### src/rtl/down_timer_pkg.sv
// Shared types and constants for the programmable down-count timer.
// The width helper keeps the prescaler at least one bit wide when PRESCALE is 1.
package down_timer_pkg;

  typedef enum logic {
    IDLE = 1'b0,
    RUN  = 1'b1
  } state_t;

  localparam int DEF_WIDTH    = 4;
  localparam int DEF_PRESCALE = 4;

  function automatic int ps_width(input int prescale);
    int w;
    w = $clog2(prescale);
    return (w < 1) ? 1 : w;
  endfunction

endpackage

### src/rtl/down_timer_ctrl_tick_gen.sv
// PRESCALE-cycle prescaler: counts while enabled, clears on request, and flags
// the cycle in which it wraps so the caller can decrement on that same edge.
module tick_gen
  import down_timer_pkg::*;
#(
  parameter int PRESCALE = DEF_PRESCALE,
  parameter int PS_W     = ps_width(DEF_PRESCALE)
) (
  input  logic CLK,
  input  logic Reset,
  input  logic en,
  input  logic clr,
  output logic tick
);

  localparam logic [PS_W-1:0] PS_LAST = PS_W'(PRESCALE - 1);

  logic [PS_W-1:0] ps_cnt;

  // The tick is decoded from the registered phase so the decrement lands on
  // the very edge where the prescaler wraps back to zero.
  assign tick = en && !clr && (ps_cnt == PS_LAST);

  always_ff @(posedge CLK or negedge Reset) begin
    if (!Reset) begin
      ps_cnt <= '0;
    end else if (clr) begin
      ps_cnt <= '0;
    end else if (en) begin
      ps_cnt <= (ps_cnt == PS_LAST) ? '0 : ps_cnt + PS_W'(1);
    end
  end

endmodule

### src/rtl/down_timer_ctrl.sv
// Loadable down-count timer with one-shot and auto-reload modes. Decrements
// once per prescaled tick and pulses Done for one cycle at terminal count.
module down_timer_ctrl
  import down_timer_pkg::*;
#(
  parameter int WIDTH    = DEF_WIDTH,
  parameter int PRESCALE = DEF_PRESCALE
) (
  input  logic             CLK,
  input  logic             Reset,
  input  logic             Start,
  input  logic             Stop,
  input  logic             Mode,
  input  logic [WIDTH-1:0] Load_val,
  output logic [WIDTH-1:0] Count,
  output logic             Busy,
  output logic             Done
);

  localparam int PS_W = ps_width(PRESCALE);

  state_t           state;
  logic [WIDTH-1:0] reload_r;
  logic             mode_r;
  logic             tick;
  logic             load_zero;
  logic             accept;
  logic             abort;
  logic             ps_clr;
  logic             ps_en;

  assign load_zero = (Load_val == '0);
  assign accept    = (state == IDLE) && Start && !Stop && !load_zero;
  // Stop outranks everything in RUN, including a terminal decrement.
  assign abort     = (state == RUN) && Stop;
  assign ps_clr    = accept || abort;
  assign ps_en     = (state == RUN);

  tick_gen #(
    .PRESCALE(PRESCALE),
    .PS_W    (PS_W)
  ) u_tick_gen (
    .CLK  (CLK),
    .Reset(Reset),
    .en   (ps_en),
    .clr  (ps_clr),
    .tick (tick)
  );

  always_ff @(posedge CLK or negedge Reset) begin
    if (!Reset) begin
      state    <= IDLE;
      Count    <= '0;
      Busy     <= 1'b0;
      Done     <= 1'b0;
      reload_r <= '0;
      mode_r   <= 1'b0;
    end else begin
      Done <= 1'b0;
      case (state)
        IDLE: begin
          if (Start && load_zero) begin
            Done  <= 1'b1;
            Count <= '0;
          end else if (accept) begin
            Count    <= Load_val;
            reload_r <= Load_val;
            mode_r   <= Mode;
            Busy     <= 1'b1;
            state    <= RUN;
          end
        end
        RUN: begin
          if (abort) begin
            Busy  <= 1'b0;
            state <= IDLE;
          end else if (tick) begin
            if (Count == WIDTH'(1)) begin
              Done <= 1'b1;
              // Auto-reload skips zero entirely and keeps running.
              if (mode_r) begin
                Count <= reload_r;
              end else begin
                Count <= '0;
                Busy  <= 1'b0;
                state <= IDLE;
              end
            end else begin
              Count <= Count - WIDTH'(1);
            end
          end
        end
        default: state <= IDLE;
      endcase
    end
  end

endmodule

### config.mk
export PLATFORM = sky130hd
export DESIGN_NAME = down_timer_ctrl
export DESIGN_NICKNAME = d
export VERILOG_FILES = /design/src/rtl/down_timer_pkg.sv /design/src/rtl/down_timer_ctrl_tick_gen.sv /design/src/rtl/down_timer_ctrl.sv
export SDC_FILE = /design/constraint.sdc
export NUM_CORES = 1
export LEC_CHECK = 0
export CAP_MARGIN = 30
export CORE_UTILIZATION = 49
export CTS_CLUSTER_DIAMETER = 100
export DETAILED_ROUTE_END_ITERATION = 16
export GPL_TIMING_DRIVEN = 0
export MAX_ROUTING_LAYER = met4
export PLACE_DENSITY = 0.84
export SLEW_MARGIN = 5
export SYNTH_ARGS = -nofsm -noshare
export SYNTH_HDL_FRONTEND = slang
export SYNTH_SLANG_ARGS = --single-unit
### constraint.sdc
create_clock -name CLK -period 1.8 [get_ports CLK]
set_clock_uncertainty 0.1 [all_clocks]
set_input_delay 0.18 -clock CLK [delete_from_list [all_inputs] [get_ports CLK]]
set_output_delay 0.18 -clock CLK [all_outputs]
set_load 0.01 [all_outputs]
=== After elaboration in Yosys (flattened, before gate mapping) ===
Index checks and enable logic that the tools add are counted.

* Bits in read-only memories: 0
* Logic and storage cells: 66
* Bits in writable memories: 0
* Output and inout bits: 6
* Bits in latches: 0
* Memories: 0
* Flip-flop bits (word level): 14

* Shift operators: 0
* Bitwise logic cells: 2
* Multiplexer cells: 29
* $lt $le $gt $ge: 0
* Divide/modulo/power cells: 0
* Reductions and logical operators: 16
* Eq/ne operators: 10
* Add/subtract/negate cells: 2
* Multipliers: 0

{| class="wikitable"
|+ Operators by type and width
! kind !! number
|-
| 4-bit two-way mux || 6
|-
| 1-bit two-way mux || 16
|-
| 4-bit case mux with 2 select lines || 1
|-
| 1-bit logical AND || 7
|-
| 2-bit two-way mux || 3
|-
| 2-bit inequality test, second input constant || 3
|-
| 3-bit by 1-bit inequality test with 1-bit output, second input constant || 2
|-
| 3-bit by 2-bit inequality test with 1-bit output, second input constant || 2
|-
| 1-bit case mux with 2 select lines || 3
|-
| 3-bit AND reduction || 2
|-
| 5-bit AND reduction || 1
|-
| 4-bit by 1-bit equality test with 1-bit output, second input constant || 1
|-
| 4-bit logical NOT || 1
|-
| 4-bit by 1-bit subtractor with 4-bit output, second input constant || 1
|-
| 1-bit logical NOT || 3
|-
| 2-bit by 1-bit adder with 2-bit output, second input constant || 1
|-
| 2-bit equality test, second input constant || 1
|-
| 2-bit by 1-bit inequality test with 1-bit output, second input constant || 1
|-
| 1-bit NOT || 2
|-
| 2-bit nonzero test || 1
|-
| 1-bit logical OR || 1
|}

=== Logic depth before layout (Yosys ltp) ===
* Depth after elaboration: 11
* Mapped depth: 6

=== Cells and area by module ===
A second synthesis with hierarchy kept.

* Cell total of the unflattened synthesis: 77
* Area, all modules: 762.0 µm²

{| class="wikitable"
|+ Modules (own cells, without submodules)
! module !! seq. area each (µm²) !! area an instance (µm²) !! times used !! cells each
|-
| down_timer_ctrl || 300.3 || 654.4 || 1 || 67
|-
| tick_gen || 50.0 || 107.6 || 1 || 10
|}

=== Worst setup path before layout ===
No wires, ideal clock.

* Kind: reg2reg
* Start point: register u_tick_gen.ps_cnt[0]
* End point: register Count[2]
* Required time: 1.574 ns
* Clock period less this slack: 1.668 ns
* Slack: 0.132 ns
* Path buffers: 0
* Setup time: 0.126 ns
* Stages on the path, launching flop included: 6
* Arrival time: 1.442 ns
* Path through: dfrtp_1 -> ha_1 -> and3b_1 -> a211oi_4 -> o31ai_1 -> a221o_1

* Longest elaborated chain between the ends: 4

{| class="wikitable"
|+ RTL lines
! element !! line !! RTL
|-
| from (decl) || down_timer_ctrl_tick_gen.sv:18 || <nowiki>logic [PS_W-1:0] ps_cnt;</nowiki>
|-
| from (signal assigned) || down_timer_ctrl_tick_gen.sv:30 || <nowiki>ps_cnt <= (ps_cnt == PS_LAST) ? '0 : ps_cnt + PS_W'(1);</nowiki>
|-
| 2-bit equality test || down_timer_ctrl_tick_gen.sv:22 || <nowiki>assign tick = en && !clr && (ps_cnt == PS_LAST);</nowiki>
|-
| 1-bit logical AND || down_timer_ctrl_tick_gen.sv:22 ||
|-
| 2-bit by 1-bit inequality test with 1-bit output (no line) || -- ||
|-
| 3-bit AND reduction (no line) || -- ||
|-
| to (signal assigned) || down_timer_ctrl.sv:66 || <nowiki>Count <= Load_val;</nowiki>
|-
| to (signal assigned) || down_timer_ctrl.sv:82 || <nowiki>Count <= reload_r;</nowiki>
|-
| to (signal assigned) || down_timer_ctrl.sv:89 || <nowiki>Count <= Count - WIDTH'(1);</nowiki>
|-
| to (decl) || down_timer_ctrl.sv:15 || <nowiki>output logic [WIDTH-1:0] Count,</nowiki>
|}

No other way between the ends.
A chain may end at the register's enable or synchronous reset.

=== Worst setup path after layout ===
* Start point: register u_tick_gen.ps_cnt[0]
* End point: register Count[3]

The elaborated chain is that of the path after synthesis.

==> impl_metrics.json <==
{
  "synth-edff-count": 0,
  "start_util_pct": 52.1,
  "hpwl_mm": 1.11,
  "power.leakage_nw": 0.447,
  "cts_sinks": 14,
  "setup_violations": 0,
  "synth_seq_cells": 14,
  "combPwrFrac_pct": 34.1,
  "via_per_inst": 6.05,
  "clk_path_buf_depth": 2,
  "route.antenna.remaining_nets": 0,
  "synth.most_common_cell": "dfrtp_1",
  "synth_commonest_cells": "dfrtp_1, nor2_1, nand2b_1",
  "period_share_pct": 94.9,
  "period_minus_slack_ns": 1.71,
  "p_seq_share_pct": 44.7,
  "antenna_found_initial": 0,
  "worst_r2r_startpoint": "u_tick_gen.ps_cnt[0]",
  "synthesis.nets": 84,
  "clock_tree.root_cell": "clkbuf_4",
  "vias": 653,
  "rows": 14,
  "wirelength_mm": 1.60,
  "netlist_top_cells_area": "dfrtp_1, ha_1, a22o_1",
  "io_buffer_count": 14,
  "grt_max_degree": 15,
  "dieArea_mm2": 0.00176,
  "critPathLaunch": "u_tick_gen.ps_cnt[0]",
  "area_growth_pct": 28.4,
  "wl_per_cell_um": 14.8,
  "power.density_mw_per_mm2": 1060,
  "cts_buffers": 3,
  "grt-ovfl-total": 0,
  "fp.dieW_um": 42.0,
  "internal_power_mw": 0.717,
  "tightestPinTransition_ns": 0.658,
  "post-route-drc-count": 0,
  "synth_top_flop_cell": "dfrtp_1",
  "power_mw": 1.07,
  "outcome": "finished clean",
  "drtIter0Drc": 25,
  "finalNetCount": 105,
  "hold_violations": 0,
  "criticalPathCategory": "reg2reg",
  "clock.fmax_mhz": 585,
  "n_antenna_cell": 0,
  "synthDistinctLibCells": 33,
  "grtUsageTotal_pct": 20.7,
  "pwr-share-clk_pct": 21.2,
  "syn_inst": 72,
  "yosys.area.top_type_share_pct": 44.7,
  "core_mm2": 0.00151,
  "die_height_um": 42.0,
  "yosysTopAreaCell": "dfrtp_1",
  "max_slew_margin_pct": 56.0,
  "arrival_ns": 1.77,
  "path_max_fanout": 4,
  "synthArstFlopShare_pct": 100,
  "rsz0062_at_grt": "no",
  "ir_worst_vdd_mv": 0.643,
  "yosysWarnings": 0,
  "cts_tree": "done",
  "slew_viol_final": 0,
  "gp_congestion": 0.832,
  "end_kind": "flip-flop",
  "swShare_pct": 32.9,
  "p_sw_mw": 0.351,
  "path_clk_slew_ns": 0.10,
  "final_core_util_pct": 66.9,
  "dr.pass1.iters": 4,
  "grt_pass1_vias": 622,
  "htreeDepth": 1,
  "drv_cap": 0,
  "min_path_type": "in2async",
  "syn_avg_cell_area_um2": 10.9,
  "syn_area_um2": 785,
  "insertion_delay_ns": 0.28,
  "drive_above_1_share_pct": 17.4,
  "n_fill_cell": 114,
  "grt_pass1_wl_mm": 2.70,
  "ys_seq_area_share_pct": 44.7,
  "cp.required_ns": 1.86,
  "startpoint_type": "flip-flop",
  "pin_count": 15
}
## per-stage QoR
| stage | TNS (ns) | worst slack, ns | cell area, um2 | instances | hold slack (ns) |
|---|---|---|---|---|---|
| detailed placement | -0.322 | -0.109 | 945 | 102 | 0.370 |
| floorplan | 0 | 0.132 | 785 | 72 | -0.216 |
| global placement | -0.271 | -0.0997 | 945 | 102 | 0.355 |
| finish | 0 | 0.0920 | 1010 | 108 | 0.192 |
| CTS | 0 | 0.0466 | 996 | 108 | 0.203 |
| global route | 0 | 0.00816 | 1010 | 108 | 0.238 |
## cell families (layout without fill, tap and decap cells)
family / count (synthesis) / after routing / synth area share [%]
fa+ha+maj: 3 / 3 / 4.79
compound gates: 21 / 21 / 21.1
simple gates: 26 / 26 / 21.7
flops: 14 / 14 / 44.7
mux: 2 / 2 / 3.83
buf+inv: 6 / 26 / 3.99
## metal layers
layer,GRT usage [%],routed length [um],up-vias
met1,27.3,696,310
met4,13.8,33,0
li1,-,-,303
met3,4.31,102,6
met2,28.7,767,34
met5,-,0,-
## final timing paths
path / to / slack, ns / depth (start not counted)
setup / recovery: Count[3] / 0.09 / 6
setup reg to reg: Count[3] / 0.09 / 6
min in group CLK: reload_r[2] / 0.40 / 1
hold / removal: Count[2] / 0.19 / 1
hold reg to reg: reload_r[2] / 0.40 / 1
max in group asynchronous: ps_en / 0.97 / 1
## power by group through the flow
stage,Combinational (mW),Clock [mW],Sequential (mW)
floorplan,0.199,0,0.470
global placement,0.333,0,0.470
detailed placement,0.345,0,0.475
CTS,0.351,0.228,0.468
global route,0.398,0.245,0.488
finish,0.364,0.226,0.477
## sequential cells by signal (all words and copies together) (netlist names)
register           flops
ps_en                  1
reload_r               4
u_tick_gen.ps_cnt      2
Busy                   1
Done                   1
mode_r                 1
Count                  4
## critical path, cell delays in order (launching register included)
cell and delay (ns):
dfrtp_1 0.40, ha_1 0.24, and3b_1 0.22, a211oi_4 0.21
buf_4 0.17, nor2_1 0.04, a22o_1 0.19
## repair_timing
| action | CTS | global route |
|---|---|---|
| setup buffers | 2 | 0 |
| resized for setup | 0 | 3 |
| hold buffers | 0 | 0 |
| pin swaps | 1 | 1 |
| setup endpoints to repair | 1 | 5 |
## layout by cell type (no fill, tap or decap), types with 2 or more instances in the layout
| cell | Yosys | routed |
|---|---|---|
| inv_1 | 4 | 4 |
| o31ai_1 | 2 | 2 |
| o21ai_1 | 2 | 2 |
| buf_4 | 0 | 2 |
| nor3_1 | 2 | 2 |
| mux2_4 | 2 | 2 |
| o21ai_0 | 2 | 2 |
| ha_1 | 3 | 2 |
| clkdlybuf4s50_1 | 0 | 14 |
| a22o_1 | 4 | 4 |
| nand2_1 | 3 | 3 |
| clkbuf_4 | 0 | 3 |
| dfrtp_1 | 14 | 14 |
| nand2b_1 | 5 | 5 |
| nor2b_1 | 2 | 2 |
| nor2_1 | 6 | 5 |
## layout make-up
type,count,area [um2],share of cell area (%)
well taps,16,20.0,1.99
clock buffers,4,36.3,3.60
repair buffers,16,155,15.4
flip-flops and latches,14,350,34.8
multi-input cells,52,414,41.1
plain buffers,2,16.3,1.61
inverters,4,15.0,1.49
Note: power is estimated with default switching activity, not from simulation.
